### src/rtl/guess_round_sequencer_if.sv
// Guess handshakes from the two players into the round sequencer.
// The player side drives Valid/Num and the sequencer side drives Ready.
interface guess_round_sequencer_if #(
    parameter int unsigned N = 32
);
    logic         P1_Valid;
    logic         P1_Ready;
    logic [N-1:0] P1_Num;
    logic         P2_Valid;
    logic         P2_Ready;
    logic [N-1:0] P2_Num;

    modport master (
        output P1_Valid, P1_Num, P2_Valid, P2_Num,
        input  P1_Ready, P2_Ready
    );

    modport slave (
        input  P1_Valid, P1_Num, P2_Valid, P2_Num,
        output P1_Ready, P2_Ready
    );
endinterface

### src/rtl/guess_round_sequencer.sv
// Two-player target-guessing round controller: collects one guess per player per round,
// scores each round by bit agreement with the target, and ends on a hit or after MAX_ROUNDS.
module guess_round_sequencer #(
    parameter int unsigned N          = 32,
    parameter int unsigned MAX_ROUNDS = 10
) (
    input  logic                     Clock,
    input  logic                     Reset,
    input  logic                     Start,
    input  logic [N-1:0]             Target_Num,
    guess_round_sequencer_if.slave   players,
    output logic                     Busy,
    output logic                     Done,
    output logic [1:0]               Result,
    output logic [3:0]               Round,
    output logic [N+2:0]             Score_1,
    output logic [N+2:0]             Score_2
);
    typedef enum logic [1:0] {ST_IDLE, ST_COLLECT, ST_EVAL, ST_DONE} state_e;

    localparam logic [3:0] LAST_ROUND = 4'(MAX_ROUNDS - 1);

    state_e       state_q, state_d;
    logic [N-1:0] target_q, target_d;
    logic [N-1:0] g1_q, g1_d, g2_q, g2_d;
    logic         got1_q, got1_d, got2_q, got2_d;
    logic [N+2:0] score1_q, score1_d, score2_q, score2_d;
    logic [3:0]   round_q, round_d;
    logic [1:0]   result_q, result_d;

    logic [N+2:0] c1, c2, s1_new, s2_new;
    logic         hit1, hit2;

    function automatic logic [N+2:0] agree_count(input logic [N-1:0] a, input logic [N-1:0] b);
        logic [N+2:0] cnt;
        cnt = '0;
        for (int unsigned i = 0; i < N; i++) begin
            cnt = cnt + {{(N+2){1'b0}}, ~(a[i] ^ b[i])};
        end
        return cnt;
    endfunction

    assign c1     = agree_count(g1_q, target_q);
    assign c2     = agree_count(g2_q, target_q);
    assign s1_new = score1_q + c1;
    assign s2_new = score2_q + c2;
    assign hit1   = (g1_q == target_q);
    assign hit2   = (g2_q == target_q);

    always_comb begin
        state_d  = state_q;
        target_d = target_q;
        g1_d     = g1_q;
        g2_d     = g2_q;
        got1_d   = got1_q;
        got2_d   = got2_q;
        score1_d = score1_q;
        score2_d = score2_q;
        round_d  = round_q;
        result_d = result_q;

        case (state_q)
            ST_IDLE, ST_DONE: begin
                if (Start) begin
                    target_d = Target_Num;
                    score1_d = '0;
                    score2_d = '0;
                    round_d  = '0;
                    result_d = '0;
                    got1_d   = 1'b0;
                    got2_d   = 1'b0;
                    state_d  = ST_COLLECT;
                end
            end
            ST_COLLECT: begin
                if (players.P1_Valid && !got1_q) begin
                    g1_d   = players.P1_Num;
                    got1_d = 1'b1;
                end
                if (players.P2_Valid && !got2_q) begin
                    g2_d   = players.P2_Num;
                    got2_d = 1'b1;
                end
                // Leave on the capturing edge so EVAL follows the last capture directly.
                if (got1_d && got2_d) begin
                    state_d = ST_EVAL;
                end
            end
            ST_EVAL: begin
                score1_d = s1_new;
                score2_d = s2_new;
                if (hit1 || hit2) begin
                    result_d = {hit2, hit1};
                    state_d  = ST_DONE;
                end else if (round_q == LAST_ROUND) begin
                    result_d = {s2_new >= s1_new, s1_new >= s2_new};
                    state_d  = ST_DONE;
                end else begin
                    round_d = round_q + 4'd1;
                    got1_d  = 1'b0;
                    got2_d  = 1'b0;
                    state_d = ST_COLLECT;
                end
            end
            default: state_d = ST_IDLE;
        endcase
    end

    always_ff @(posedge Clock or posedge Reset) begin
        if (Reset) begin
            state_q  <= ST_IDLE;
            target_q <= '0;
            g1_q     <= '0;
            g2_q     <= '0;
            got1_q   <= 1'b0;
            got2_q   <= 1'b0;
            score1_q <= '0;
            score2_q <= '0;
            round_q  <= '0;
            result_q <= '0;
        end else begin
            state_q  <= state_d;
            target_q <= target_d;
            g1_q     <= g1_d;
            g2_q     <= g2_d;
            got1_q   <= got1_d;
            got2_q   <= got2_d;
            score1_q <= score1_d;
            score2_q <= score2_d;
            round_q  <= round_d;
            result_q <= result_d;
        end
    end

    assign players.P1_Ready = (state_q == ST_COLLECT) && !got1_q;
    assign players.P2_Ready = (state_q == ST_COLLECT) && !got2_q;
    assign Busy    = (state_q == ST_COLLECT) || (state_q == ST_EVAL);
    assign Done    = (state_q == ST_DONE);
    assign Result  = result_q;
    assign Round   = round_q;
    assign Score_1 = score1_q;
    assign Score_2 = score2_q;
endmodule
### src/flat_wrapper.sv
// flat-port wrapper written by rule: the top's interface ports become plain ports
module guess_round_sequencer_flat 
#(
    parameter int unsigned N          = 32,
    parameter int unsigned MAX_ROUNDS = 10
)
  (Clock, Reset, Start, Target_Num, Busy, Done, Result, Round, Score_1, Score_2, players_P1_Valid, players_P1_Num, players_P2_Valid, players_P2_Num, players_P1_Ready, players_P2_Ready);
  guess_round_sequencer_if #(.N(N)) players_i ();
  input  logic Clock;
  input  logic Reset;
  input  logic Start;
  input  logic [N-1:0] Target_Num;
  output logic Busy;
  output logic Done;
  output logic [1:0] Result;
  output logic [3:0] Round;
  output logic [N+2:0] Score_1;
  output logic [N+2:0] Score_2;
  input wire logic [$bits(players_i.P1_Valid)-1:0] players_P1_Valid;
  input wire logic [$bits(players_i.P1_Num)-1:0] players_P1_Num;
  input wire logic [$bits(players_i.P2_Valid)-1:0] players_P2_Valid;
  input wire logic [$bits(players_i.P2_Num)-1:0] players_P2_Num;
  output wire logic [$bits(players_i.P1_Ready)-1:0] players_P1_Ready;
  output wire logic [$bits(players_i.P2_Ready)-1:0] players_P2_Ready;
  assign players_i.P1_Valid = players_P1_Valid;
  assign players_i.P1_Num = players_P1_Num;
  assign players_i.P2_Valid = players_P2_Valid;
  assign players_i.P2_Num = players_P2_Num;
  assign players_P1_Ready = players_i.P1_Ready;
  assign players_P2_Ready = players_i.P2_Ready;
  guess_round_sequencer #(.N(N), .MAX_ROUNDS(MAX_ROUNDS)) u_core (.Clock(Clock), .Reset(Reset), .Start(Start), .Target_Num(Target_Num), .players(players_i), .Busy(Busy), .Done(Done), .Result(Result), .Round(Round), .Score_1(Score_1), .Score_2(Score_2));
endmodule
### config.mk
export PLATFORM = sky130hd
export DESIGN_NAME = guess_round_sequencer_flat
export DESIGN_NICKNAME = d
export VERILOG_FILES = /design/src/rtl/guess_round_sequencer_if.sv /design/src/rtl/guess_round_sequencer.sv /design/src/flat_wrapper.sv
export SDC_FILE = /design/constraint.sdc
export NUM_CORES = 1
export LEC_CHECK = 0
export BUFFER_PORTS_ARGS = -buffer_cell sky130_fd_sc_hd__clkbuf_2
export CAP_MARGIN = 10
export CORE_ASPECT_RATIO = 0.8
export CORE_MARGIN = 2
export CORE_UTILIZATION = 46
export CTS_CLUSTER_SIZE = 24
export DETAILED_ROUTE_END_ITERATION = 16
export PLACE_DENSITY = 0.67
export REMOVE_ABC_BUFFERS = 1
export SLEW_MARGIN = 20
export SYNTH_ARGS = -nofsm -noshare
export SYNTH_HDL_FRONTEND = slang
export SYNTH_SLANG_ARGS = --single-unit
export TNS_END_PERCENT = 10
### constraint.sdc
create_clock -name Clock -period 10.2 [get_ports Clock]
set_input_delay 0 -clock Clock [delete_from_list [all_inputs] [get_ports Clock]]
set_output_delay 0 -clock Clock [all_outputs]
set_load 0.01 [all_outputs]
## Word-level counts from Yosys, hierarchy flattened

Index checks and enable logic that the tools add are counted.

- Input bits: 101
- Register bits: 176
- Output and inout bits: 80

- Reduce and logical (&&, ||, !) cells: 20
- $add $sub $neg: 65
- Equal/unequal tests: 11
- Mux-type cells: 25
- Order comparisons: 2
- Bitwise gates (word level): 128

Operators by type and width:

| cell | count |
|---|---|
| $add 35x1->35 | 60 |
| $pmux 35 s2 | 2 |
| $add 35x35->35 | 2 |
| $ge 35x35->1 | 2 |
| $eq 32x32->1 | 2 |
| $not 1->1 | 64 |
| $xor 1x1->1 | 64 |
| $mux 35 | 1 |
| $mux 2 | 7 |
| $mux 4 | 3 |
| $reduce_and 2->1 | 5 |
| $pmux 4 s2 | 1 |
| $mux 1 | 7 |
| $ne 2x2->1 const B | 3 |
| $pmux 1 s3 | 2 |
| $pmux 2 s3 | 1 |
| $reduce_and 3->1 | 2 |
| $logic_and 1x1->1 | 5 |
| $add 1x1->2 | 2 |
| $add 4x1->4 const B | 1 |
| $eq 2x2->1 const B | 2 |
| $eq 4x4->1 const B | 1 |
| $pmux 2 s2 | 1 |
| $reduce_and 4->1 | 1 |
| other kinds (8) | 10 |

## Longest topological paths before layout

Gate-level depths: netlist of the first run.

- Depth after elaboration: 38
- Depth in mapped cells: 31
- Depth with buffers taken out: 30

## Worst setup path after synthesis of the first run

Ideal clock, no wire load.

- Kind: reg-to-reg
- Start point: reg u_core.target_q[0]
- End point: reg u_core.result_q[1] (netlist: u_core.Result[1])
- Arrival time: 7.093 ns
- Cell stages (with the launch flop): 31
- Path slack: 2.987 ns
- Buffers on the path: 1
- Setup time: 0.120 ns
- Cells stage by stage: dfrtp_1 xnor2_1 ha_1 inv_1 fa_1 inv_1 fa_1 inv_1 fa_1 fa_1 fa_1 fa_1 inv_1 ha_1 fa_1 a21oi_1 o21ai_1 nor4_2 nor2_1 clkbuf_1 nand3_2 nor2_1 xor2_1 ha_1 a21o_1 a21o_1 a21oi_1 o21ai_0 a211oi_1 o21ai_0 a31o_1

- Word-level cells in the longest chain between the ends: 38

Ends and longest elaborated chain:

| item | RTL line | text |
|---|---|---|
| start: declaration | guess_round_sequencer.sv:24 | `logic [N-1:0] target_q, target_d;` |
| start signal: assignment | guess_round_sequencer.sv:123 | `target_q <= target_d;` |
| $xor 1x1->1 | guess_round_sequencer.sv:38 | `cnt = cnt + {{(N+2){1'b0}}, ~(a[i] ^ b[i])};` |
| $not 1->1 | guess_round_sequencer.sv:38 |  |
| $add 1x1->2 | guess_round_sequencer.sv:38 |  |
| $add 35x1->35 (30 in a row) | guess_round_sequencer.sv:38 |  |
| $add 35x35->35 (on tied branches) | guess_round_sequencer.sv:46, guess_round_sequencer.sv:45 |  |
| $ge 35x35->1 | guess_round_sequencer.sv:96 | `result_d = {s2_new >= s1_new, s1_new >= s2_new};` |
| $mux 2 | guess_round_sequencer.sv:95 | `end else if (round_q == LAST_ROUND) begin` |
| $mux 2 | guess_round_sequencer.sv:92 | `if (hit1 \|\| hit2) begin` |
| $pmux 2 s2 | guess_round_sequencer.sv:62 | `case (state_q)` |
| end signal: assignment | guess_round_sequencer.sv:131 | `result_q <= result_d;` |
| end: declaration | guess_round_sequencer.sv:29 | `logic [1:0] result_q, result_d;` |

Several ways; a longest one is shown, not always the timed one. The select of a mux whose other input is x is not followed.
A chain may end at the register's enable or synchronous reset.

## Worst setup path after layout of the first run

- Start point: reg u_core.target_q[1]
- End point: reg u_core.result_q[0] (netlist: u_core.Result[0])

- Word-level cells in the longest chain between the ends: 38

Ends and longest elaborated chain:

| item | RTL line |
|---|---|
| $xor 1x1->1 | guess_round_sequencer.sv:38 |
| $not 1->1 | guess_round_sequencer.sv:38 |
| $add 1x1->2 | guess_round_sequencer.sv:38 |
| $add 35x1->35 (30 in a row) | guess_round_sequencer.sv:38 |
| $add 35x35->35 (on tied branches) | guess_round_sequencer.sv:45, guess_round_sequencer.sv:46 |
| $ge 35x35->1 | guess_round_sequencer.sv:96 |
| $mux 2 | guess_round_sequencer.sv:95 |
| $mux 2 | guess_round_sequencer.sv:92 |
| $pmux 2 s2 | guess_round_sequencer.sv:62 |

Several ways; a longest one is shown, not always the timed one. The select of a mux whose other input is x is not followed.

==> results of run 1 <==
[critical path, delay by kind of cell, from the launching register on]
kind	cells	cell delay (ps)
buffers and inverters	4	280
flip-flops	1	410
adder cells (fa/ha/maj)	9	3690
AO/OA/AOI/OAI	10	2120
AND/OR/NAND/NOR	3	890
XOR/XNOR	2	350
[cell families (layout without fill, tap and decap cells)]
logic type | after synthesis | in the layout | synth area share
buffers and inverters | 132 | 403 | 0.0437
adder cells (fa/ha/maj) | 139 | 139 | 0.173
multiplexers | 98 | 98 | 0.0904
other | 0 | 1 | 0
AO/OA/AOI/OAI | 227 | 227 | 0.123
AND/OR/NAND/NOR | 262 | 262 | 0.116
XOR/XNOR | 128 | 128 | 0.0919
flip-flops | 176 | 176 | 0.361
[stage by stage]
stage          cell area, sq um   util  hold WS [ps]  setup WS, ps  std cells
6_report                  15000  0.572          29.3          2320       1791
3_5_place_dp              13400  0.513           235          2350       1659
4_1_cts                   15000  0.572          6.22          2330       1790
2_1_floorplan             12000      -           151          2320       1111
3_3_place_gp              13400  0.513           233          2450       1659
5_1_grt                   15000  0.572          64.8          1800       1790
[cells in the mapped netlist, types with 4 or more instances]
cell | instances | area, sq um
mux2_2 | 96 | 1080
a22o_1 | 13 | 114
o21ai_0 | 45 | 225
o21ai_1 | 19 | 95.1
nand2_1 | 74 | 278
a31oi_1 | 27 | 169
nor4_1 | 18 | 113
o211ai_1 | 4 | 30.0
xnor2_1 | 51 | 447
nand3_2 | 4 | 40.0
clkbuf_1 | 33 | 124
a21oi_1 | 35 | 175
inv_1 | 81 | 304
o21a_1 | 6 | 45.0
or2_2 | 5 | 31.3
dfrtp_1 | 176 | 4400
a211oi_1 | 7 | 52.6
fa_1 | 50 | 1000
o41ai_1 | 4 | 35.0
nand3_1 | 30 | 150
nor2b_1 | 7 | 43.8
buf_1 | 9 | 33.8
nand3b_1 | 4 | 30.0
and2_1 | 5 | 31.3
ha_1 | 89 | 1110
and4_1 | 6 | 52.6
a21o_1 | 17 | 128
nor3_1 | 14 | 70.1
and3_1 | 12 | 75.1
nand4_1 | 16 | 100
a41oi_1 | 6 | 52.6
nor2_1 | 41 | 154
xor2_1 | 77 | 674
o31ai_1 | 21 | 158
o31ai_2 | 5 | 62.6
[worst paths after layout]
kind | slack, ps | to | cells past startpoint
max | 2320 | u_core.Result[0]$_DFFE_PP0P_ | 28
min | 30 | u_core.Round[1]$_DFFE_PP0P_ | 4
max reg2reg | 2320 | u_core.Result[0]$_DFFE_PP0P_ | 28
min reg2reg | 520 | u_core.Score_1[6]$_DFFE_PP0P_ | 2
max in group asynchronous | 8420 | u_core.g1_q[22]$_DFFE_PP0P_ | 4
min in group asynchronous | 280 | u_core.Score_1[2]$_DFFE_PP0P_ | 3
[what timing repair did]
| action | CTS | global route |
|---|---|---|
| setup endpoints to repair | 0 | 0 |
| endpoints found under the hold margin | 199 | 0 |
| hold buffers | 99 | 0 |
| resized for setup | 0 | 0 |
[layer usage]
metal | up-vias | track usage
li1 | 4647 | -
met5 | - | 0
met2 | 314 | 0.374
met1 | 4970 | 0.361
met4 | 0 | 0.0693
met3 | 38 | 0.0496
[sequential cells by signal, summed over array words and instances (netlist names)]
signal and cells:
u_core.Score_2 35, u_core.state_q 2, u_core.Result 2, u_core.target_q 32
u_core.got2_q 1, u_core.Round 4, u_core.g1_q 32, u_core.Score_1 35
u_core.got1_q 1, u_core.g2_q 32
[cell usage in the layout (no fill, tap or decap), types with 5 or more instances in the layout]
master | synthesis | layout
clkbuf_16 | 0 | 17
nand3_1 | 30 | 30
a41oi_1 | 6 | 6
o21ai_0 | 45 | 44
xor2_1 | 77 | 77
and4_1 | 6 | 6
nor2_1 | 41 | 40
buf_4 | 3 | 11
a31oi_1 | 27 | 27
nand2_1 | 74 | 73
a22o_1 | 13 | 13
clkbuf_2 | 0 | 180
nand4_1 | 16 | 16
clkinv_4 | 0 | 6
a21oi_1 | 35 | 35
dfrtp_1 | 176 | 176
ha_1 | 89 | 89
a211oi_1 | 7 | 7
xnor2_1 | 51 | 51
a21o_1 | 17 | 17
and2_1 | 5 | 5
mux2_2 | 96 | 96
o31ai_1 | 21 | 21
o21ai_1 | 19 | 19
inv_1 | 81 | 80
nor3_1 | 14 | 14
o21a_1 | 6 | 6
nor2b_1 | 7 | 7
or2_2 | 5 | 5
nor4_1 | 18 | 18
dlygate4sd3_1 | 0 | 99
o31ai_2 | 5 | 5
fa_1 | 50 | 50
and3_1 | 12 | 12
[layout make-up]
cell class,count,area (sq um)
fillers,2224,11200
multi-input cells,854,7280
flip-flops and latches,176,4400
repair buffers,290,1970
well taps,357,447
clock buffers,19,443
inverters,81,309
clock inverters,13,130
diodes,1,2.50
==> metrics.md, run 1 <==
| Metric | Value |
|---|---|
| Die area | 27800 sq um |
| Max layer used | met4 |
| Reg2reg start | u_core.target_q[1]$_DFFE_PP0P_ |
| FFs w/ async S/R, synth | 1.00 |
| CP max stage cell | a21oi_1 |
| Post-route DRC | 0 |
| Register area share after synthesis | 0.361 |
| DR iter-0 viols | 664 |
| Sink Count | 176 |
| Antenna-violating nets left | 0 |
| H-tree Lvls | 4 |
| First-pass GRT wire length | 52900 microns |
| Achievable frequency | 127 MHz |
| Total CTS buffers | 17 |
| Min Tclk post-route | 7880 ps |
| Clock-pin slew on the worst setup and hold paths | 80 ps |
| Routed len/inst | 18.6 microns |
| Congestion Overflow GR | 0 |
| Nets@finish | 1660 |
| Clock Tree Root | clkbuf_16 |
| Critical path class | reg2reg |
| Met3 wire len | 2090 microns |
| Number of synthesized flops with an enable pin | 0 |
| Vias in the first global route | 9869 |
| Core Box Area | 26200 sq um |
| TNS Setup | 0 ps |
| Initial antenna violation count | 0 |
| Final Slew Violations | 0 |
| Hold path start | Start |
| CP peak stage delay | 700 ps |
| Final setup violating endpoints | 0 |
| Total wire length | 33400 microns |
| Die X | 186 microns |
| Die Y | 150 microns |
| Worst EP required | 10510 ps |
| TritonCTS clock tree | built |
| Dpl hpwl | 24000 microns |
| Max-slew headroom | 0.327 |
| Num rows | 53 |
| Netlist cell types | 70 |
| Hold Fails Final Rpt | 0 |
| Clock skew | 15.9 ps |
| Worst path most repeated cell | fa_1 |
| Synthesized cell area | 12200 sq um |
| Period Utilization, post-route | 0.772 |
| Largest net degree at the start of global routing | 103 |
| Ys flop type | dfrtp_1 |
| Max-Cap Viols | 0 |
| Total number of vias | 9969 |
| Status | finished, final reports clean |
| RSZ-0062 raised after global routing | false |
| Mean Syn Cell Area | 10.5 sq um |
| Post-Route M1 WL | 15500 microns |
| Worst Setup SP | u_core.target_q[1]$_DFFE_PP0P_ |
| Clock Latency Late Sink | 450 ps |
| Io pins | 181 |
| Synthesized flop and latch total | 176 |
| Layout cells sized above 1 | 0.246 |
| All-Layer GR Usage | 0.247 |
| CP startpoint kind | register |
| Number of port buffers | 180 |
| Via density per instance | 5.57 |
| Wire length on met2 | 15200 microns |
| CP max FO | 9 |
| Synth Warn # | 0 |
| First drt pass iteration count | 5 |
| Hold Path Class | in2reg |
| Synth-to-Final Area Change | 22.9% |
| Setup bufs post-CTS | 0 |
| Placer Congestion | 0.868 |
| Worst-margin pin slew | 1010 ps |
| Post-synthesis instance total | 1162 |
| Critical Path AT | 8190 ps |
| CP Capture Type | register |
| Starting Density | 0.466 |
| Clk buf depth | 2 |
Power of run 1 is left out: the tool's default activity adds up to more than one toggle a clock period on the data nets, which glitch-free logic cannot reach.
==> run 2: changes to the inputs <==
Settings changed: ABC_AREA from default to 1, PLACE_DENSITY 0.67 to 0.66.
Clock period 10.2 ns to 7.89 ns, I/O delays scaled along.
==> run 2 against run 1 <==
Effect of this change: critical path depth up 3; maximum frequency rose by 11%; register-to-register slack lost 1600 ps; utilization up 0.24 points; via count increased by 7.9%; die area grew 4.6%; routed wire length grew 11%; largest cell class unchanged.
==> metrics.md, run 2 <==
| Metric | Value |
|---|---|
| Largest family of logic cells by synthesized area | simple AND/OR/NAND/NOR gates |
| Reg2reg setup slack | 770 ps |
| Synth Area in XOR/XNOR | 0.0785 |
| Filler cells | 2436 |
| All-Layer GR Usage | 0.258 |
| Core Box Area | 27300 sq um |
| Synth area leaders | dfrtp_1 (34%), nand2_1 (9.3%), ha_1 (8.7%) |
| Largest net degree at the start of global routing | 107 |
| Nets@finish | 1985 |
| Max-Cap Viols | 0 |
| Hold Path Class | in2reg |
| H-tree Lvls | 4 |
| Dpl hpwl | 28000 microns |
| Worst-margin pin slew | 894 ps |
| Status | finished, final reports clean |
| Antenna-violating nets left | 0 |
| CP max FO | 3 |
| Die Y | 153 microns |
| Total number of vias | 10761 |
| Critical Path AT | 7450 ps |
| Layout cells sized above 1 | 0.208 |
| Synth area leader | dfrtp_1 |
| Register area share after synthesis | 0.345 |
| Max layer used | met4 |
| Initial antenna violation count | 0 |
| Synth Area in Adders | 0.166 |
| Final setup violating endpoints | 0 |
| Leading cell types in the layout, fill and taps excluded | nand2_1 (318), inv_1 (221), clkbuf_2 (180) |
| CP startpoint kind | register |
| Clock skew | 16.8 ps |
| Mean Syn Cell Area | 8.74 sq um |
| Placer Congestion | 0.901 |
| Post-Route M1 WL | 17700 microns |
| RSZ-0062 raised after global routing | false |
| Routed len/inst | 17.4 microns |
| Vias in the first global route | 10443 |
| Via density per instance | 5.07 |
| Mux contribution to synthesized area | 0.0811 |
| Num rows | 54 |
| TNS Setup | 0 ps |
| CP max stage cell | fa_1 |
| Achievable frequency | 140 MHz |
| Ys flop type | dfrtp_1 |
| Simple-Gate Fraction of Synth Area | 0.201 |
| DR iter-0 viols | 940 |
| Clock Tree Root | clkbuf_16 |
| First drt pass iteration count | 7 |
| Post-route DRC | 0 |
| Synthesized cell area | 12800 sq um |
| Critical path class | reg2reg |
| Final Slew Violations | 0 |
| Commonest non-fill, non-tap cell in the layout | nand2_1 |
| Io pins | 181 |
| TritonCTS clock tree | built |
| Die area | 29100 sq um |
| Total CTS buffers | 17 |
| Met3 wire len | 3000 microns |
| Synthesized flop and latch total | 176 |
| Clk buf depth | 2 |
| Number of synthesized flops with an enable pin | 0 |
| Clock Latency Late Sink | 450 ps |
| Wire length on met2 | 15900 microns |
| Clock-pin slew on the worst setup and hold paths | 80 ps |
| FFs w/ async S/R, synth | 1.00 |
| Synth-to-Final Area Change | 22.9% |
| First-pass GRT wire length | 57400 microns |
| CP Capture Type | register |
| Setup bufs post-CTS | 0 |
| Sink Count | 176 |
| Min Tclk post-route | 7120 ps |
| Synth Warn # | 0 |
| Die X | 190 microns |
| Post-synthesis instance total | 1461 |
| Most frequent cell after synthesis | nand2_1 |
| Congestion Overflow GR | 0 |
| Top post-synthesis cells by count | nand2_1 (318), inv_1 (223), dfrtp_1 (176), nor2_1 (118), mux2_2 (92) |
| Starting Density | 0.468 |
| Share of the synthesized area in the top cell type | 0.345 |
| Max-slew headroom | 0.402 |
| Period Utilization, post-route | 0.902 |
| CP peak stage delay | 550 ps |
| Total wire length | 37000 microns |
| Worst EP required | 8220 ps |
| Synth Area in Compound Gates | 0.0552 |
| Antenna Cells | 0 |
| Hold Fails Final Rpt | 0 |
| Number of port buffers | 180 |
| Netlist cell types | 45 |
==> run 2: cell count changes after synthesis, moves of 22 or more <==
cell / previous run / this run
nand2_1: 74 / 318
inv_1: 81 / 223
nor2_1: 41 / 118
xor2_1: 77 / 40
a31oi_1: 27 / 1
clkbuf_1: 33 / 9
nand3_1: 30 / 52
==> run 2: cell families after synthesis <==
group,after synthesis
and+or+nand+nor,580
buffers and inverters,248
xor gates and xnor gates,111
adders and majority gates,139
DFF,176
AOI/OAI and AO/OA,115
muxes,92
==> run 2: what timing repair did <==
| action | 4_1_cts | 5_1_grt |
|---|---|---|
| endpoints found under the hold margin | 203 | 0 |
| resized for setup | 0 | 0 |
| hold buffers | 99 | 0 |
==> run 2: area by class of cell <==
cell class                 count  area [sq um]  share of cell area
clock buffer                  17           425              0.0271
tap                          364           455              0.0290
sequential                   176          4400               0.281
clock inverter                15           169              0.0108
multi-input combinational   1037          7430               0.473
timing repair buffer         288          1960               0.125
inverter                     225           852              0.0543
==> run 2: worst paths after layout <==
| path | from | endpoint | depth (start not counted) |
|---|---|---|---|
| worst min-delay path | Start | u_core.got2_q$_DFFE_PP0P_ | 5 |
| max in group asynchronous | Reset | u_core.target_q[14]$_DFFE_PP0P_ | 4 |
| worst max-delay path | u_core.target_q[19]$_DFFE_PP0P_ | u_core.Result[0]$_DFFE_PP0P_ | 31 |
| worst max register to register | u_core.target_q[19]$_DFFE_PP0P_ | u_core.Result[0]$_DFFE_PP0P_ | 31 |
| min in group asynchronous | Reset | u_core.Score_2[18]$_DFFE_PP0P_ | 3 |
| worst min register to register | u_core.got2_q$_DFFE_PP0P_ | u_core.got2_q$_DFFE_PP0P_ | 2 |
==> run 2: per-layer routing <==
layer,up-vias,GRT usage
li1,5242,-
met1,5126,0.388
met2,369,0.376
met3,24,0.0622
met4,0,0.0524
met5,-,0
==> run 2: per-stage QoR <==
stage / std cells / utilization / hold slack [ps] / setup WS (ps) / cell area [sq um]
6_report: 2122 / 0.575 / 35.7 / 771 / 15700
5_1_grt: 2122 / 0.575 / 73.8 / 278 / 15700
4_1_cts: 2122 / 0.575 / 27.4 / 837 / 15700
3_5_place_dp: 1991 / 0.517 / 236 / 907 / 14100
3_3_place_gp: 1991 / 0.517 / 233 / 936 / 14100
2_1_floorplan: 1438 / - / 151 / 1470 / 12700
==> run 2: worst max-delay path, delay by kind of cell (launching register included) <==
| family | cells | cell delay, ps |
|---|---|---|
| compound gates | 1 | 220 |
| fa+ha+maj | 9 | 3680 |
| flops | 1 | 430 |
| buf+inv | 3 | 270 |
| xor+xnor | 2 | 690 |
| simple gates | 16 | 1690 |
Power of run 2 is left out for the same reason.
